===== src/rtl/spi_flash_bridge.sv =====
// Bridge between the Xillybus byte-pipe FIFOs and the configuration flash:
// executes host-written SPI mode-0 packets and returns captured MISO bytes.
module spi_flash_bridge #(
    parameter int unsigned CLK_DIV = 2
) (
    input  logic       bus_clk,
    input  logic       rst,
    input  logic [7:0] in_data,
    input  logic       in_empty,
    output logic       in_rden,
    input  logic       in_open,
    output logic [7:0] out_data,
    output logic       out_wren,
    input  logic       out_full,
    output logic       spi_cs_n,
    output logic       spi_sclk,
    output logic       spi_mosi,
    input  logic       spi_miso,
    output logic       busy
);
    typedef enum logic [3:0] {
        IDLE, HDR_RD, HDR_LAT, DAT_RD, DAT_LAT, OUT_WAIT,
        CS_SETUP, SHIFT, STORE, CS_HOLD, CS_GAP
    } state_t;

    localparam logic [7:0] DIV_LAST = 8'(CLK_DIV - 1);

    state_t     state_q, state_d;
    logic       cs_n_q, cs_n_d;
    logic       sclk_q, sclk_d;
    logic       mosi_q, mosi_d;
    logic [7:0] out_data_q, out_data_d;
    logic       abort_q, abort_d;
    logic [7:0] hcnt_q, hcnt_d;
    logic [2:0] bcnt_q, bcnt_d;
    logic [5:0] cnt_q, cnt_d;
    logic       rel_q, rel_d;
    logic       cap_q, cap_d;
    logic [7:0] sh_q, sh_d;
    logic [7:0] rx_q, rx_d;

    always_ff @(posedge bus_clk) begin
        if (rst) begin
            state_q    <= IDLE;
            cs_n_q     <= 1'b1;
            sclk_q     <= 1'b0;
            mosi_q     <= 1'b0;
            out_data_q <= 8'h00;
            abort_q    <= 1'b0;
        end else begin
            state_q    <= state_d;
            cs_n_q     <= cs_n_d;
            sclk_q     <= sclk_d;
            mosi_q     <= mosi_d;
            out_data_q <= out_data_d;
            abort_q    <= abort_d;
        end
    end

    // Datapath registers carry no reset; every path out of IDLE reloads them.
    always_ff @(posedge bus_clk) begin
        hcnt_q <= hcnt_d;
        bcnt_q <= bcnt_d;
        cnt_q  <= cnt_d;
        rel_q  <= rel_d;
        cap_q  <= cap_d;
        sh_q   <= sh_d;
        rx_q   <= rx_d;
    end

    always_comb begin
        state_d    = state_q;
        cs_n_d     = cs_n_q;
        sclk_d     = sclk_q;
        mosi_d     = mosi_q;
        out_data_d = out_data_q;
        abort_d    = abort_q | (!in_open && state_q != IDLE);
        hcnt_d     = hcnt_q;
        bcnt_d     = bcnt_q;
        cnt_d      = cnt_q;
        rel_d      = rel_q;
        cap_d      = cap_q;
        sh_d       = sh_q;
        rx_d       = rx_q;
        case (state_q)
            IDLE: begin
                abort_d = 1'b0;
                if (!in_open && !cs_n_q) begin
                    state_d = CS_HOLD;
                    hcnt_d  = DIV_LAST;
                end else if (in_open && !in_empty) begin
                    state_d = HDR_RD;
                end
            end
            HDR_RD: if (!in_empty) state_d = HDR_LAT;
            HDR_LAT: begin
                rel_d   = in_data[7];
                cap_d   = in_data[6];
                cnt_d   = in_data[5:0];
                state_d = DAT_RD;
            end
            DAT_RD: begin
                if (abort_q || !in_open) begin
                    state_d = CS_HOLD;
                    hcnt_d  = DIV_LAST;
                end else if (!in_empty) begin
                    state_d = DAT_LAT;
                end
            end
            DAT_LAT: begin
                sh_d   = in_data;
                mosi_d = in_data[7];
                sclk_d = 1'b0;
                bcnt_d = 3'd7;
                hcnt_d = DIV_LAST;
                if (cap_q && out_full) begin
                    state_d = OUT_WAIT;
                end else if (cs_n_q) begin
                    state_d = CS_SETUP;
                    cs_n_d  = 1'b0;
                end else begin
                    state_d = SHIFT;
                end
            end
            OUT_WAIT: begin
                if (!out_full) begin
                    hcnt_d = DIV_LAST;
                    if (cs_n_q) begin
                        state_d = CS_SETUP;
                        cs_n_d  = 1'b0;
                    end else begin
                        state_d = SHIFT;
                    end
                end
            end
            CS_SETUP: begin
                if (hcnt_q == 8'd0) begin
                    state_d = SHIFT;
                    hcnt_d  = DIV_LAST;
                end else begin
                    hcnt_d = hcnt_q - 8'd1;
                end
            end
            // Rising edge samples MISO; falling edge advances MOSI or ends the byte.
            SHIFT: begin
                if (hcnt_q != 8'd0) begin
                    hcnt_d = hcnt_q - 8'd1;
                end else begin
                    hcnt_d = DIV_LAST;
                    if (!sclk_q) begin
                        sclk_d = 1'b1;
                        rx_d   = {rx_q[6:0], spi_miso};
                    end else begin
                        sclk_d = 1'b0;
                        if (bcnt_q == 3'd0) begin
                            state_d = STORE;
                            if (cap_q) out_data_d = rx_q;
                        end else begin
                            bcnt_d = bcnt_q - 3'd1;
                            sh_d   = {sh_q[6:0], 1'b0};
                            mosi_d = sh_q[6];
                        end
                    end
                end
            end
            STORE: begin
                hcnt_d = DIV_LAST;
                if (abort_q || !in_open) begin
                    state_d = CS_HOLD;
                end else if (cnt_q != 6'd0) begin
                    cnt_d   = cnt_q - 6'd1;
                    state_d = DAT_RD;
                end else if (rel_q) begin
                    state_d = CS_HOLD;
                end else begin
                    state_d = IDLE;
                end
            end
            CS_HOLD: begin
                if (hcnt_q == 8'd0) begin
                    cs_n_d  = 1'b1;
                    state_d = CS_GAP;
                    hcnt_d  = DIV_LAST;
                end else begin
                    hcnt_d = hcnt_q - 8'd1;
                end
            end
            CS_GAP: begin
                if (hcnt_q == 8'd0) state_d = IDLE;
                else hcnt_d = hcnt_q - 8'd1;
            end
            default: state_d = IDLE;
        endcase
    end

    always_comb begin
        in_rden = 1'b0;
        if (state_q == HDR_RD) in_rden = !in_empty;
        else if (state_q == DAT_RD) in_rden = !in_empty && in_open && !abort_q;
        out_wren = (state_q == STORE) && cap_q;
        busy     = (state_q != IDLE);
    end

    assign out_data = out_data_q;
    assign spi_cs_n = cs_n_q;
    assign spi_sclk = sclk_q;
    assign spi_mosi = mosi_q;
endmodule


===== config.mk =====
export PLATFORM = sky130hd
export DESIGN_NAME = spi_flash_bridge
export DESIGN_NICKNAME = d
export VERILOG_FILES = /design/src/rtl/spi_flash_bridge.sv
export SDC_FILE = /design/constraint.sdc
export NUM_CORES = 1
export LEC_CHECK = 0
export BUFFER_PORTS_ARGS = -buffer_cell sky130_fd_sc_hd__buf_2
export CAP_MARGIN = 40
export CORE_UTILIZATION = 50
export CTS_CLUSTER_SIZE = 24
export DETAILED_ROUTE_END_ITERATION = 7
export PLACE_DENSITY_LB_ADDON = 0.2
export SLEW_MARGIN = 25
export SYNTH_ARGS = -nofsm -noshare
export SYNTH_HDL_FRONTEND = slang
export SYNTH_SLANG_ARGS = --single-unit

===== constraint.sdc =====
create_clock -name bus_clk -period 2.5 [get_ports bus_clk]
set_input_delay 0.125 -clock bus_clk [delete_from_list [all_inputs] [get_ports bus_clk]]
set_output_delay 0.125 -clock bus_clk [all_outputs]
set_load 0.05 [all_outputs]

==> results of run 1 <==
[power groups by stage]
stage	clock (mW)	sequential [mW]	combinational [mW]
2_1_floorplan	0	1.23	0.820
3_3_place_gp	0	1.23	1.04
3_5_place_dp	0	1.23	1.05
4_1_cts	0.486	1.21	1.06
5_1_grt	0.519	1.23	1.16
6_report	0.480	1.21	1.05
[how the worst min path moves through the flow]
stage	from	end	slack (ps)	cells past startpoint
detailed placement	spi_miso	rx_q[0]	310	1
CTS	in_data[7]	rel_q	3	1
finish	in_data[7]	rel_q	8	1
floorplan	rst	spi_mosi	200	1
global route	in_data[7]	rel_q	4	1
global placement	spi_miso	rx_q[0]	300	1
[placed cells by master, fill, tap and decap left out, types with 3 or more instances in the layout]
master and n:
xor2_1 4, and2_1 3, ha_1 5, a21oi_1 17
dfxtp_1 16, and3_1 3, nor2b_1 3, nand2b_1 9
xnor2_1 7, edfxtp_1 34, mux2i_1 9, inv_1 8
clkbuf_8 5, buf_2 27, nand2_1 36, nor4_1 5
nor2_1 27, o21ai_0 6, buf_4 9, nor3_1 8
[worst max-delay path, cell delays in order (launching register included)]
cell      delay [ps]
edfxtp_1         430
inv_1            100
ha_1             140
nor3b_1          320
a31oi_1          150
nor3_2           480
buf_4            270
nor2_1            50
a311oi_1         230
[through the flow]
step | utilization [%] | total power, mW | hold WS (ps)
floorplan | - | 2.050 | 197.1
global placement | 58.00 | 2.270 | 303.3
detailed placement | 58.15 | 2.281 | 306.3
CTS | 60.33 | 2.757 | 3.340
global route | 60.33 | 2.911 | 4.323
finish | 60.33 | 2.748 | 7.862
[logic make-up (layout without fill, tap and decap cells)]
| group | count (synthesis) | in the layout | synth area share [%] |
|---|---|---|---|
| buffers and inverters | 18 | 55 | 3.686 |
| AND/OR/NAND/NOR | 109 | 109 | 23.22 |
| flip-flops | 50 | 50 | 51.32 |
| adder cells (fa/ha/maj) | 5 | 5 | 2.393 |
| multiplexers | 11 | 11 | 4.308 |
| AO/OA/AOI/OAI | 45 | 45 | 11.39 |
| XOR/XNOR | 11 | 11 | 3.686 |
[area by class of cell]
class,instances,area (µm²)
timing repair buffer,38,222.7
multi-input combinational,181,1176
clock buffer,6,72.57
inverter,9,33.78
clock inverter,2,13.76
tap,67,83.83
fill,441,1936
sequential,50,1341
[registers in the layout, indices dropped and copies added, names as in the netlist]
register and cells:
hcnt_q 8, out_data 8, rx_q 8, sh_q 7, cnt_q 6, state_q 4, bcnt_q 3, abort_q 1
cap_q 1, rel_q 1, spi_cs_n 1, spi_mosi 1, spi_sclk 1
[routing by layer]
layer	GRT usage [%]	wire, µm
met5	0	0
met4	7.966	116
met3	4.336	227
met2	32.53	2355
met1	25.90	2359
[timing repair]
action                                 CTS  global route
hold buffers                             2             0
endpoints found under the hold margin    2             0
gates resized for setup                  0             0
==> run_results.csv, run 1 <==
group,metric,value,unit
clocking,cts_tree,"yes",
clocking,insertion_delay,310,ps
job,maxCapViolations,0,
power_and_ir_drop,p_int,1.681,mW
synth,synth.top_cell.area_share,39.06,%
synth,yosysSeqAreaShare,51.32,%
power_and_ir_drop,clockPowerShare,17.5,%
synth,async_flop_share,0,%
global_route,overflow,0,
drt,routed_wl,5.058,mm
sta,max_freq,0.4453,GHz
min_path,worstHoldPathType,"in2reg",
clocking,numClockSinks,50,
setup_path,critPathCaptureType,"flop",
setup_path,crit_required,2720,ps
synth,ys.flop_type,"edfxtp_1",
power_and_ir_drop,p_leak,1.213,nW
power_and_ir_drop,switching_share,38.80,%
placement,hpwl,3.667,mm
setup_path,cp-start-kind,"flop",
global_route,antenna_found_initial,0,
global_route,grt_use_total,19.91,%
sta,finClkSkew,8.158,ps
sta,maxSlewViolCount,0,
cells_and_area,nets,304,
global_route,grt_first_pass_wirelength,8.162,mm
power_and_ir_drop,netSwitchingPower,1.066,mW
setup_path,crit-reg2reg-launch,"hcnt_q[0]",
power_and_ir_drop,seqPwrFrac,44.2,%
synth,yosysUniqueCellTypes,52,
sta,fin_ws,254.2,ps
setup_path,r2r_slack,250,ps
drt,wire_per_inst,14.33,µm
placement,postPlaceCellArea,2838,µm²
synth,ys_warn_count,0,
clocking,cts_buffers,5,
setup_path,crit_start,"hcnt_q[0]",
global_route,grt_max_degree,21,
placement,post-place-ws,295.9,ps
power_and_ir_drop,peakVddDrop,447.6,µV
die,core_area,4880,µm²
placement,place.gp.congestion,0.9567,
cells_and_area,drive_above_1_share,19.23,%
synth,netlist_area,2614,µm²
die,start_util,53.56,%
setup_path,critPathArrivalTime,2470,ps
cells_and_area,final_cell_area,2944,µm²
status,status,"finished clean",
cells_and_area,syn2layout_area_growth,12.64,%
clocking,post_cts_buffers,0,
sta,slew-limit-headroom,59.86,%
die,die_y,74.30,µm
die,die-area,5520,µm²
global_route,grt_pass1_vias,1768,
drt,first_pass_iters,4,
sta,period_share,89.83,%
drt,drc,0,
die,dieWidth,74.30,µm
die,pin_count,28,
sta,tightestPinTransition,598.8,ps
synth,yosysMostFrequentCell,"nand2_1",
placement,dp_cells,343,
clocking,cts_root_buf,"clkbuf_8",
setup_path,reg2reg_depth,8,
synth,syn_inst,249,
cells_and_area,fin_cells,353,
synth,syn_avg_cell_area,10.50,µm²
synth,synthTopCellsByCount,"nand2_1, edfxtp_1, nor2_1",
drt,drt_iter0_drc,145,
sta,finalHoldViolations,0,
clocking,cts_buffer_depth,2,
cells_and_area,diodes,0,
drt,vias,1935,
power_and_ir_drop,comb_power_share,38.4,%
synth,ys_top_cells_by_area,"edfxtp_1, dfxtp_1, nand2_1",
setup_path,crit_type,"reg2reg",
synth,syn-num-nets,268,
sta,setup-tns-final,0,ps
die,rows,25,
setup_path,worst-path-max-fanout,7,
drt,viasPerCell,5.482,
sta,setup_viol,0,
placement,numPortBuffers,27,
clocking,cts.clk_slew.worst_paths,100,ps
synth,synth_edf_count,34,
clocking,htree_levels,2,
drt,antenna_left,0,
synth,ys_seq_elements,50,
setup_path,cp-endpoint,"spi_mosi",
setup_path,reg2reg_to,"spi_mosi",
sta,rsz0062_at_grt,"no",
power_and_ir_drop,power_density,933.2,nW/µm²
synth,synth_top_area_cell,"edfxtp_1",
sta,post-route-min-period,2246,ps
No activity file was read; power rests on OpenSTA's default activity.
==> inputs of run 2 (changes only) <==
--- a/config.mk
+++ b/config.mk
@@ -11,6 +11,7 @@
 export CTS_CLUSTER_SIZE = 24
 export DETAILED_ROUTE_END_ITERATION = 7
 export PLACE_DENSITY_LB_ADDON = 0.2
+export REMOVE_ABC_BUFFERS = 1
 export SLEW_MARGIN = 25
 export SYNTH_ARGS = -nofsm -noshare
 export SYNTH_HDL_FRONTEND = slang
==> constraint.sdc (replaced) <==
create_clock -name bus_clk -period 2.7 [get_ports bus_clk]
set_input_delay 0.135 -clock bus_clk [delete_from_list [all_inputs] [get_ports bus_clk]]
set_output_delay 0.135 -clock bus_clk [all_outputs]
set_load 0.05 [all_outputs]
==> run 2 against run 1 <==
Flip-flop and latch count unchanged. Combinational power down 12%. Utilization about the same. Clock skew down 0.57 ps. Sequential share of layout area about the same. First-iteration DRC count up 62%. Register-to-register slack better by 310 ps. Via count down 1.5%.
==> run_results.csv, run 2 (synthesized netlist as in run 1, its figures left out) <==
group,metric,value,unit
status,status,"finished clean",
global_route,grt_pass1_vias,1783,
drt,drc,0,
setup_path,path_cells,"inv_1 -> ha_1 -> or3b_1 -> o311ai_0 -> nand2b_1",
clocking,cts_buffer_depth,2,
power_and_ir_drop,p_leak,1.208,nW
sta,setup_viol,0,
die,die_y,74.30,µm
die,pin_count,28,
cells_and_area,mostFrequentLayoutCells,"nand2_1, edfxtp_1, nor2_1, buf_2, a21oi_1",
drt,first_pass_iters,4,
cells_and_area,nets,301,
power_and_ir_drop,p_total,2.592,mW
sta,setup-tns-final,0,ps
drt,antenna_left,0,
drt,viasPerCell,5.446,
setup_path,critPathArrivalTime,2130,ps
die,die-area,5520,µm²
drt,wire_per_inst,14.49,µm
power_and_ir_drop,peakVddDrop,351.0,µV
clocking,cts.clk_slew.worst_paths,90,ps
global_route,grt_use_total,20.38,%
setup_path,worst-path-max-fanout,6,
clocking,insertion_delay,310,ps
placement,hpwl,3.638,mm
clocking,cts_tree,"yes",
cells_and_area,diodes,0,
cells_and_area,fillers,435,
sta,finalHoldViolations,0,
setup_path,critPathCaptureType,"flop",
sta,max_freq,0.4689,GHz
global_route,antenna_found_initial,0,
global_route,grt_first_pass_wirelength,8.328,mm
drt,vias,1906,
setup_path,crit_type,"reg2reg",
setup_path,slowest_stage,"o311ai_0",
die,dieWidth,74.30,µm
min_path,worstHoldPathType,"in2reg",
clocking,numClockSinks,50,
sta,period_share,78.98,%
power_and_ir_drop,power_density,880.9,nW/µm²
sta,rsz0062_at_grt,"no",
cells_and_area,final_common_cell,"nand2_1",
cells_and_area,drive_above_1_share,18.73,%
drt,drt_iter0_drc,235,
clocking,cts_resized,0,
die,rows,25,
die,start_util,53.56,%
job,maxCapViolations,0,
setup_path,crit_required,2700,ps
clocking,htree_levels,2,
clocking,cts_buffers,5,
placement,place.gp.congestion,0.8940,
setup_path,cp-start-kind,"flop",
sta,slew-limit-headroom,54.41,%
sta,finClkSkew,7.588,ps
global_route,overflow,0,
sta,hold_ws,26.45,ps
drt,routed_wl,5.073,mm
sta,maxSlewViolCount,0,
die,core_area,4880,µm²
setup_path,slowest_delay,460,ps
placement,numPortBuffers,27,
clocking,cts_root_buf,"clkbuf_8",
global_route,grt_max_degree,21,
sta,tightestPinTransition,683.0,ps
sta,post-route-min-period,2132,ps
cells_and_area,syn2layout_area_growth,12.59,%
run 2: cell count changes in the layout (fill, tap and decap cells not counted):
cell	before	now
inv_6	1	0
clkbuf_16	0	1
buf_6	0	1
clkinv_2	1	0
clkinv_4	0	1
buf_4	9	6
dlygate4sd3_1	2	1
run 2: per-layer routing:
| metal | GRT usage [%] | part of all wire, % | vias up |
|---|---|---|---|
| met5 | 0 | 0 | - |
| met4 | 7.966 | 1.5 | 0 |
| met3 | 3.930 | 4.3 | 7 |
| met2 | 30.51 | 45 | 55 |
| met1 | 29.29 | 49 | 879 |
| li1 | - | - | 965 |
run 2: final timing paths:
check,start,endpoint,slack (ps),depth (start not counted)
hold reg to reg,rx_q[3],rx_q[4],460,0
setup reg to reg,cnt_q[0],cnt_q[0],570,5
setup / recovery,cnt_q[0],cnt_q[0],570,5
hold / removal,in_data[7],rel_q,30,1
run 2: final cells by class:
class | instances | area (µm²) | area share [%]
sequential | 50 | 1341 | 45.58
multi-input combinational | 181 | 1176 | 39.97
timing repair buffer | 35 | 201.4 | 6.845
clock buffer | 7 | 97.59 | 3.316
tap | 67 | 83.83 | 2.849
inverter | 9 | 33.78 | 1.148
clock inverter | 1 | 8.758 | 0.2976
run 2: critical path, delay by kind of cell (launching register included):
kind,cells,cell delay [ps]
buffers and inverters,1,80
and+or+nand+nor,2,700
adders and majority gates,1,170
AOI/OAI and AO/OA,1,460
DFF,1,420
run 2: what timing repair did:
item	4_1_cts	5_1_grt
endpoints found under the hold margin	1	0
buffers inserted	0	0
hold buffers	1	0
run 2: metrics by stage:
stage / cells / setup WS [ps] / util, % / instance area [µm²]
global route: 350 / 404.5 / 60.31 / 2943
detailed placement: 340 / 560.3 / 57.69 / 2815
global placement: 340 / 529.2 / 57.69 / 2815
CTS: 349 / 541.5 / 60.08 / 2932
finish: 350 / 567.5 / 60.31 / 2943
floorplan: 240 / 432.9 / - / 2551
run 2: power by group:
group          switching, mW  internal (mW)
Clock                  0.251          0.241
Combinational          0.554          0.365
Sequential             0.181           1.00
Total                  0.986           1.61
